$ cat src/rtl/jt12_pkg.sv
// Shared constants, types and helpers for the operator slot sequencer.
package jt12_pkg;

  localparam int SLOTS = 24;
  localparam int CHANS = 6;

  // Operator groups in slot order: each six-slot group holds one operator of every channel
  typedef enum logic [1:0] {
    OP_S1 = 2'd0,
    OP_S3 = 2'd1,
    OP_S2 = 2'd2,
    OP_S4 = 2'd3
  } op_grp_e;

  // Decoded channel field of the key register
  typedef struct packed {
    logic       valid;
    logic [2:0] idx;
  } ch_dec_t;

  // Key register bit for each operator group, packed LSB first: S1->4, S3->6, S2->5, S4->7
  localparam logic [11:0] OP_DIN_BIT = {3'd7, 3'd5, 3'd6, 3'd4};

  // Position of an operator group's flag inside the 4-bit mask taken from din[7:4]
  function automatic logic [1:0] op_mask_sel(input logic [1:0] grp);
    logic [2:0] dinBit;
    dinBit = OP_DIN_BIT[3*grp +: 3];
    return 2'(dinBit - 3'd4);
  endfunction

  // Channel codes 0..2 and 4..6 map onto indices 0..5; codes 3 and 7 are not channels
  function automatic ch_dec_t decode_ch(input logic [2:0] code);
    ch_dec_t dec;
    dec.valid = 1'b0;
    dec.idx   = 3'd0;
    case (code)
      3'd0, 3'd1, 3'd2: begin
        dec.valid = 1'b1;
        dec.idx   = code;
      end
      3'd4, 3'd5, 3'd6: begin
        dec.valid = 1'b1;
        dec.idx   = code - 3'd1;
      end
      default: begin
        dec.valid = 1'b0;
        dec.idx   = 3'd0;
      end
    endcase
    return dec;
  endfunction

endpackage

$ cat src/rtl/jt12_slot_cnt.sv
// Operator slot counter: walks slots 0..23 on clk_en and tracks the channel/operator
// group of the current slot, plus the slot about to be entered.
module jt12_slot_cnt
  import jt12_pkg::*;
(
  input  logic       clk_i,
  input  logic       rst_i,
  input  logic       clk_en_i,
  output logic [4:0] slot_o,
  output logic [2:0] ch_o,
  output logic [1:0] op_o,
  output logic       zero_o,
  output logic [4:0] next_slot_o,
  output logic [2:0] next_ch_o,
  output logic [1:0] next_op_o
);

  localparam logic [4:0] LAST_SLOT = 5'(SLOTS - 1);
  localparam logic [2:0] LAST_CH   = 3'(CHANS - 1);

  logic [4:0] slot_q;
  logic [2:0] ch_q;
  logic [1:0] op_q;
  logic       zero_q;

  // Next slot position; channel and group step together so no divider is needed
  always_comb begin
    next_slot_o = (slot_q == LAST_SLOT) ? 5'd0 : slot_q + 5'd1;
    next_ch_o   = ch_q + 3'd1;
    next_op_o   = op_q;
    if (ch_q == LAST_CH) begin
      next_ch_o = 3'd0;
      next_op_o = op_q + 2'd1;
    end
  end

  // Advance the slot position on each enable
  always_ff @(posedge clk_i or posedge rst_i) begin
    if (rst_i) begin
      slot_q <= 5'd0;
      ch_q   <= 3'd0;
      op_q   <= 2'd0;
      zero_q <= 1'b1;
    end else if (clk_en_i) begin
      slot_q <= next_slot_o;
      ch_q   <= next_ch_o;
      op_q   <= next_op_o;
      zero_q <= (next_slot_o == 5'd0);
    end
  end

  assign slot_o = slot_q;
  assign ch_o   = ch_q;
  assign op_o   = op_q;
  assign zero_o = zero_q;

endmodule

$ cat src/rtl/jt12_kon_seq.sv
// Key-on sequencer: latches key register writes and applies them to each target
// slot as it is entered, producing per-slot key state and on/off events.
module jt12_kon_seq
  import jt12_pkg::*;
(
  input  logic       clk,
  input  logic       rst,
  input  logic       clk_en,
  input  logic       up_keyon,
  input  logic [7:0] din,
  output logic [4:0] cur_slot,
  output logic [2:0] cur_ch,
  output logic [1:0] cur_op,
  output logic       zero,
  output logic       kon_state,
  output logic       keyon_ev,
  output logic       keyoff_ev
);

  localparam logic [4:0] LAST_VISIT = 5'(SLOTS - 1);

  logic [4:0] nextSlot;
  logic [2:0] nextCh;
  logic [1:0] nextOp;

  logic [3:0]  pendMask_q, pendMask_d;
  logic [2:0]  pendCh_q, pendCh_d;
  logic        pendVld_q, pendVld_d;
  logic [4:0]  visitCnt_q, visitCnt_d;
  logic [23:0] konVec_q, konVec_d;
  logic        konState_q, keyonEv_q, keyoffEv_q;
  logic        oldBit, newBit;
  ch_dec_t     wrDec;
  logic        unusedDin;

  jt12_slot_cnt u_slot_cnt (
    .clk_i       (clk),
    .rst_i       (rst),
    .clk_en_i    (clk_en),
    .slot_o      (cur_slot),
    .ch_o        (cur_ch),
    .op_o        (cur_op),
    .zero_o      (zero),
    .next_slot_o (nextSlot),
    .next_ch_o   (nextCh),
    .next_op_o   (nextOp)
  );

  assign wrDec = decode_ch(din[2:0]);

  // Bit 3 of the key register has no function
  assign unusedDin = din[3];

  // Pending write bookkeeping: retire after a full lap, a new write restarts the lap
  always_comb begin
    pendMask_d = pendMask_q;
    pendCh_d   = pendCh_q;
    pendVld_d  = pendVld_q;
    visitCnt_d = visitCnt_q;
    if (clk_en && pendVld_q) begin
      if (visitCnt_q == LAST_VISIT) begin
        pendVld_d  = 1'b0;
        visitCnt_d = 5'd0;
      end else begin
        visitCnt_d = visitCnt_q + 5'd1;
      end
    end
    if (up_keyon && wrDec.valid) begin
      pendMask_d = din[7:4];
      pendCh_d   = wrDec.idx;
      pendVld_d  = 1'b1;
      visitCnt_d = 5'd0;
    end
  end

  // New key state of the slot being entered, taken from the write pending before this edge
  always_comb begin
    konVec_d = konVec_q;
    oldBit   = konVec_q[nextSlot];
    newBit   = oldBit;
    if (pendVld_q && (nextCh == pendCh_q)) begin
      newBit = pendMask_q[op_mask_sel(nextOp)];
    end
    konVec_d[nextSlot] = newBit;
  end

  // Write latch runs on every clock edge, independent of the slot enable
  always_ff @(posedge clk or posedge rst) begin
    if (rst) begin
      pendMask_q <= 4'd0;
      pendCh_q   <= 3'd0;
      pendVld_q  <= 1'b0;
      visitCnt_q <= 5'd0;
    end else begin
      pendMask_q <= pendMask_d;
      pendCh_q   <= pendCh_d;
      pendVld_q  <= pendVld_d;
      visitCnt_q <= visitCnt_d;
    end
  end

  // Key state table and per-visit events move with the slot counter
  always_ff @(posedge clk or posedge rst) begin
    if (rst) begin
      konVec_q   <= 24'd0;
      konState_q <= 1'b0;
      keyonEv_q  <= 1'b0;
      keyoffEv_q <= 1'b0;
    end else if (clk_en) begin
      konVec_q   <= konVec_d;
      konState_q <= newBit;
      keyonEv_q  <= newBit & ~oldBit;
      keyoffEv_q <= ~newBit & oldBit;
    end
  end

  assign kon_state = konState_q;
  assign keyon_ev  = keyonEv_q;
  assign keyoff_ev = keyoffEv_q;

endmodule

$ cat config.mk
export PLATFORM = sky130hd
export DESIGN_NAME = jt12_kon_seq
export DESIGN_NICKNAME = d
export VERILOG_FILES = /design/src/rtl/jt12_pkg.sv /design/src/rtl/jt12_slot_cnt.sv /design/src/rtl/jt12_kon_seq.sv
export SDC_FILE = /design/constraint.sdc
export NUM_CORES = 1
export LEC_CHECK = 0
export BUFFER_PORTS_ARGS = -buffer_cell sky130_fd_sc_hd__buf_2
export CORE_MARGIN = 2
export CORE_UTILIZATION = 32
export DETAILED_ROUTE_END_ITERATION = 6
export GPL_ROUTABILITY_DRIVEN = 1
export PLACE_DENSITY = 0.52
export RECOVER_POWER = 50
export SLEW_MARGIN = 5
export SYNTH_ARGS = -nofsm -noshare
export SYNTH_HDL_FRONTEND = slang
export SYNTH_SLANG_ARGS = --single-unit
$ cat constraint.sdc
create_clock -name clk -period 6.45 [get_ports clk]
set_clock_uncertainty 0.05 [all_clocks]
set_input_delay 0.645 -clock clk [delete_from_list [all_inputs] [get_ports clk]]
set_output_delay 0.645 -clock clk [all_outputs]
set_load 0.02 [all_outputs]
==> results.toml <==
[finish]
nets = 365
area_growth_pct = 7.521
drive_gt1_share_pct = 18.73
diodes = 0
fillerInstances = 1040

[power]
ir_worst_vdd_uv = 184.2
p_clk_share_pct = 10.8
power.switching_mw = 0.8411
p_per_area_nw_per_um2 = 501.4
swShare_pct = 48.59
leakagePower_nw = 1.414
comb_power_share_pct = 55.0
sequentialPowerShare_pct = 34.2
p_int_mw = 0.8899

[cts]
cts.sinks = 51
root_buffer = "clkbuf_8"
post-cts-setup-buffers = 0
insertion_delay_ns = 0.30
clkTransAtPathRegs_ns = 0.09
cts_buffers = 5
cts.path.max_buffers = 2
cts_max_level = 2
cts_resized = 0
ctsHoldBuffers = 0
cts_tree = "built"

[synthesis]
synth_edf_count = 0
ys_seq_elements = 51
ys_seq_area_share_pct = 39.79
synth_top_cell_by_area = "dfrtp_1"
ys_warn_count = 0
synthArstFlopShare_pct = 100.0
synth_fp_nets = 354
synth_common_cells = "dfrtp_1 (50), nor2_1 (39), nand2_1 (29)"
syn_area_um2 = 3211
synth_area_per_cell_um2 = 9.584
synth_area_leaders = "dfrtp_1 (39%), mux2i_1 (7.2%), nor2_1 (4.6%)"
ys.flop_type = "dfrtp_1"
post_synth_num_cell_types = 64
yosysMostFrequentCell = "dfrtp_1"
yosysTopAreaCellShare_pct = 38.97
synth_cells = 335

[routing]
drtIter0Drc = 91
ant_nets = 0
wl_um = 7098
vias_per_cell = 5.094
vias = 2445
wl_per_cell_um = 14.79
drc = 0
drtPass1Iterations = 5

[floorplan]
pin_count = 26
initial_core_util_pct = 32.85
rows = 36
core_um2 = 9774
fp.dieW_um = 104.2
die-area_um2 = 10850
die_h_um = 104.2

[global_route]
grt_usage_pct = 13.55
grt_pass1_wl_um = 12040
grt-busiest-layer = "met2"
met1_usage_pct = 18.47
grt_pass1_vias = 2413
antenna_found_initial = 0
grt_max_degree = 52
grt_overflow = 0
met2_usage_pct = 22.37
grtUsageMet3_pct = 2.632

[run]
maxCapViolCount = 1

[critical_path]
path_max_fanout = 26
cpLargestDelayFamily = "simple AND/OR/NAND/NOR gates"
max_stage_delay_ns = 1.02
reg2reg_depth = 7
arrival_ns = 4.00
cp-end-kind = "register"
path_class = "reg2reg"
start_kind = "register"
cp.required_ns = 6.59
cp_cell_sequence = "ha_1, nand4b_1, o221ai_1, o22ai_1, nor4_4, buf_4, o21ai_0"
cp_num_cells = 7
slowest_stage = "dfrtp_1"
crit_buf_inv = 1

[timing]
timing.setup.tns_ns = 0
slew-limit-headroom_pct = -89.55
setup_ws_ns = 2.583
fmax_mhz = 258.6
worst_pin_slew_ns = 2.843
period_needed_ns = 3.867
final_hold_viol_count = 0
finalCritPeriodShare_pct = 59.95
rsz0062_at_grt = "false"
setup_violations = 0
finalMaxSlewViolations = 52

[hold_path]
whs_path_depth = 2
hp-class = "reg2reg"

[place]
pre_cts_ws_ns = 2.618
place.gp.congestion = 0.7367
io_buffers = 24
hpwlAfterDp_um = 4754

[run_status]
outcome = "finished, violations left"
violations = "max-capacitance violations, max-slew violations"
==> flip-flops by register name, indices dropped and copies added (netlist names), 2 cells and up <==
| name | count |
|---|---|
| u_slot_cnt.ch_o | 3 |
| konVec_q | 24 |
| pendCh_q | 3 |
| visitCnt_q | 5 |
| u_slot_cnt.slot_o | 5 |
| pendMask_q | 4 |
| u_slot_cnt.op_o | 2 |
==> power by group through the flow <==
stage                     combinational [mW]  clock [mW]  sequential (mW)
after detailed placement               0.962           0            0.596
final                                  0.952       0.186            0.592
after floorplan                        0.814           0            0.568
after CTS                              0.963       0.195            0.592
after global placement                 0.955           0            0.591
after global routing                    1.05       0.205            0.618
==> tightest hold or removal path: cells and delay by family, from the launching register on <==
family          cells  cell delay [ns]
compound gates      1             0.06
flops               1             0.38
buf+inv             1             0.04
==> cell families after synthesis <==
family          count (synthesis)  synth area share (%)
flops                          51                 39.79
mux                            30                 10.44
fa+ha+maj                       7                 2.728
compound gates                 76                 17.62
buf+inv                        32                 5.495
simple gates                  130                 21.47
xor+xnor                        9                 2.455
==> layer usage <==
layer,wire length [um],part of all wire (%),vias up
met3,306,4.3,2
li1,-,-,1204
met1,3524,50,1192
met4,26,0.37,0
met5,0,0,-
met2,3241,46,47
==> area by class of cell <==
cell class / count / area (um2) / area share [%]
clock inverter: 2 / 12.51 / 0.3625
multi-input combinational: 252 / 1757 / 50.89
tap: 133 / 166.4 / 4.821
timing repair buffer: 26 / 128.9 / 3.733
clock buffer: 6 / 72.57 / 2.102
inverter: 10 / 37.54 / 1.087
sequential: 51 / 1277 / 37.01
==> worst paths after layout <==
| path | startpoint | to | slack, ns |
|---|---|---|---|
| worst max-delay path | u_slot_cnt.slot_o[0] | konVec_q[0] | 2.58 |
| worst min-delay path | u_slot_cnt.zero_o | u_slot_cnt.zero_o | 0.43 |
| worst max register to register | u_slot_cnt.slot_o[0] | konVec_q[0] | 2.58 |
| worst min register to register | u_slot_cnt.zero_o | u_slot_cnt.zero_o | 0.43 |
| max in group asynchronous | rst | konVec_q[11] | 3.39 |
| min in group asynchronous | rst | konVec_q[19] | 1.35 |
==> metrics by stage <==
stage | instance area [um2] | hold WS [ns] | power [mW] | cells | util, %
6_report | 3452 | 0.4270 | 1.731 | 480 | 35.32
5_1_grt | 3452 | 0.4734 | 1.873 | 480 | 35.32
4_1_cts | 3458 | 0.4369 | 1.750 | 480 | 35.38
3_5_place_dp | 3373 | 0.4199 | 1.558 | 472 | 34.51
3_3_place_gp | 3373 | 0.4079 | 1.547 | 472 | 34.51
2_1_floorplan | 3211 | 0.3901 | 1.382 | 335 | -
==> layout by cell type (no fill, tap or decap), types with 2 or more instances in the layout <==
master     synthesis  final
dfrtp_1           50     50
nand4b_1           2      2
mux2i_1           23     23
nand2b_1           5      5
or3_1              2      2
mux2_2             5      5
ha_1               7      7
nor3_1             7      7
nand3b_1           2      2
o31ai_1            2      2
and2_1             2      2
xnor2_1            7      7
clkbuf_1           6      4
and3b_1            3      3
o2bb2ai_1          2      2
a211oi_1           2      2
clkbuf_8           0      5
inv_1             10     10
nor4b_1            2      2
nor2b_1            6      6
nand3_1           14     14
a31oi_2            2      2
nor2_1            39     39
nor3b_1            3      3
a21oi_2           10     10
or2_2              2      2
o21ai_0           16     16
nand2_1           29     29
o22ai_1            2      2
nand4_1            2      2
xor2_1             2      2
a21oi_1           25     25
buf_2              5     22
(Power assumes the default switching activity.)
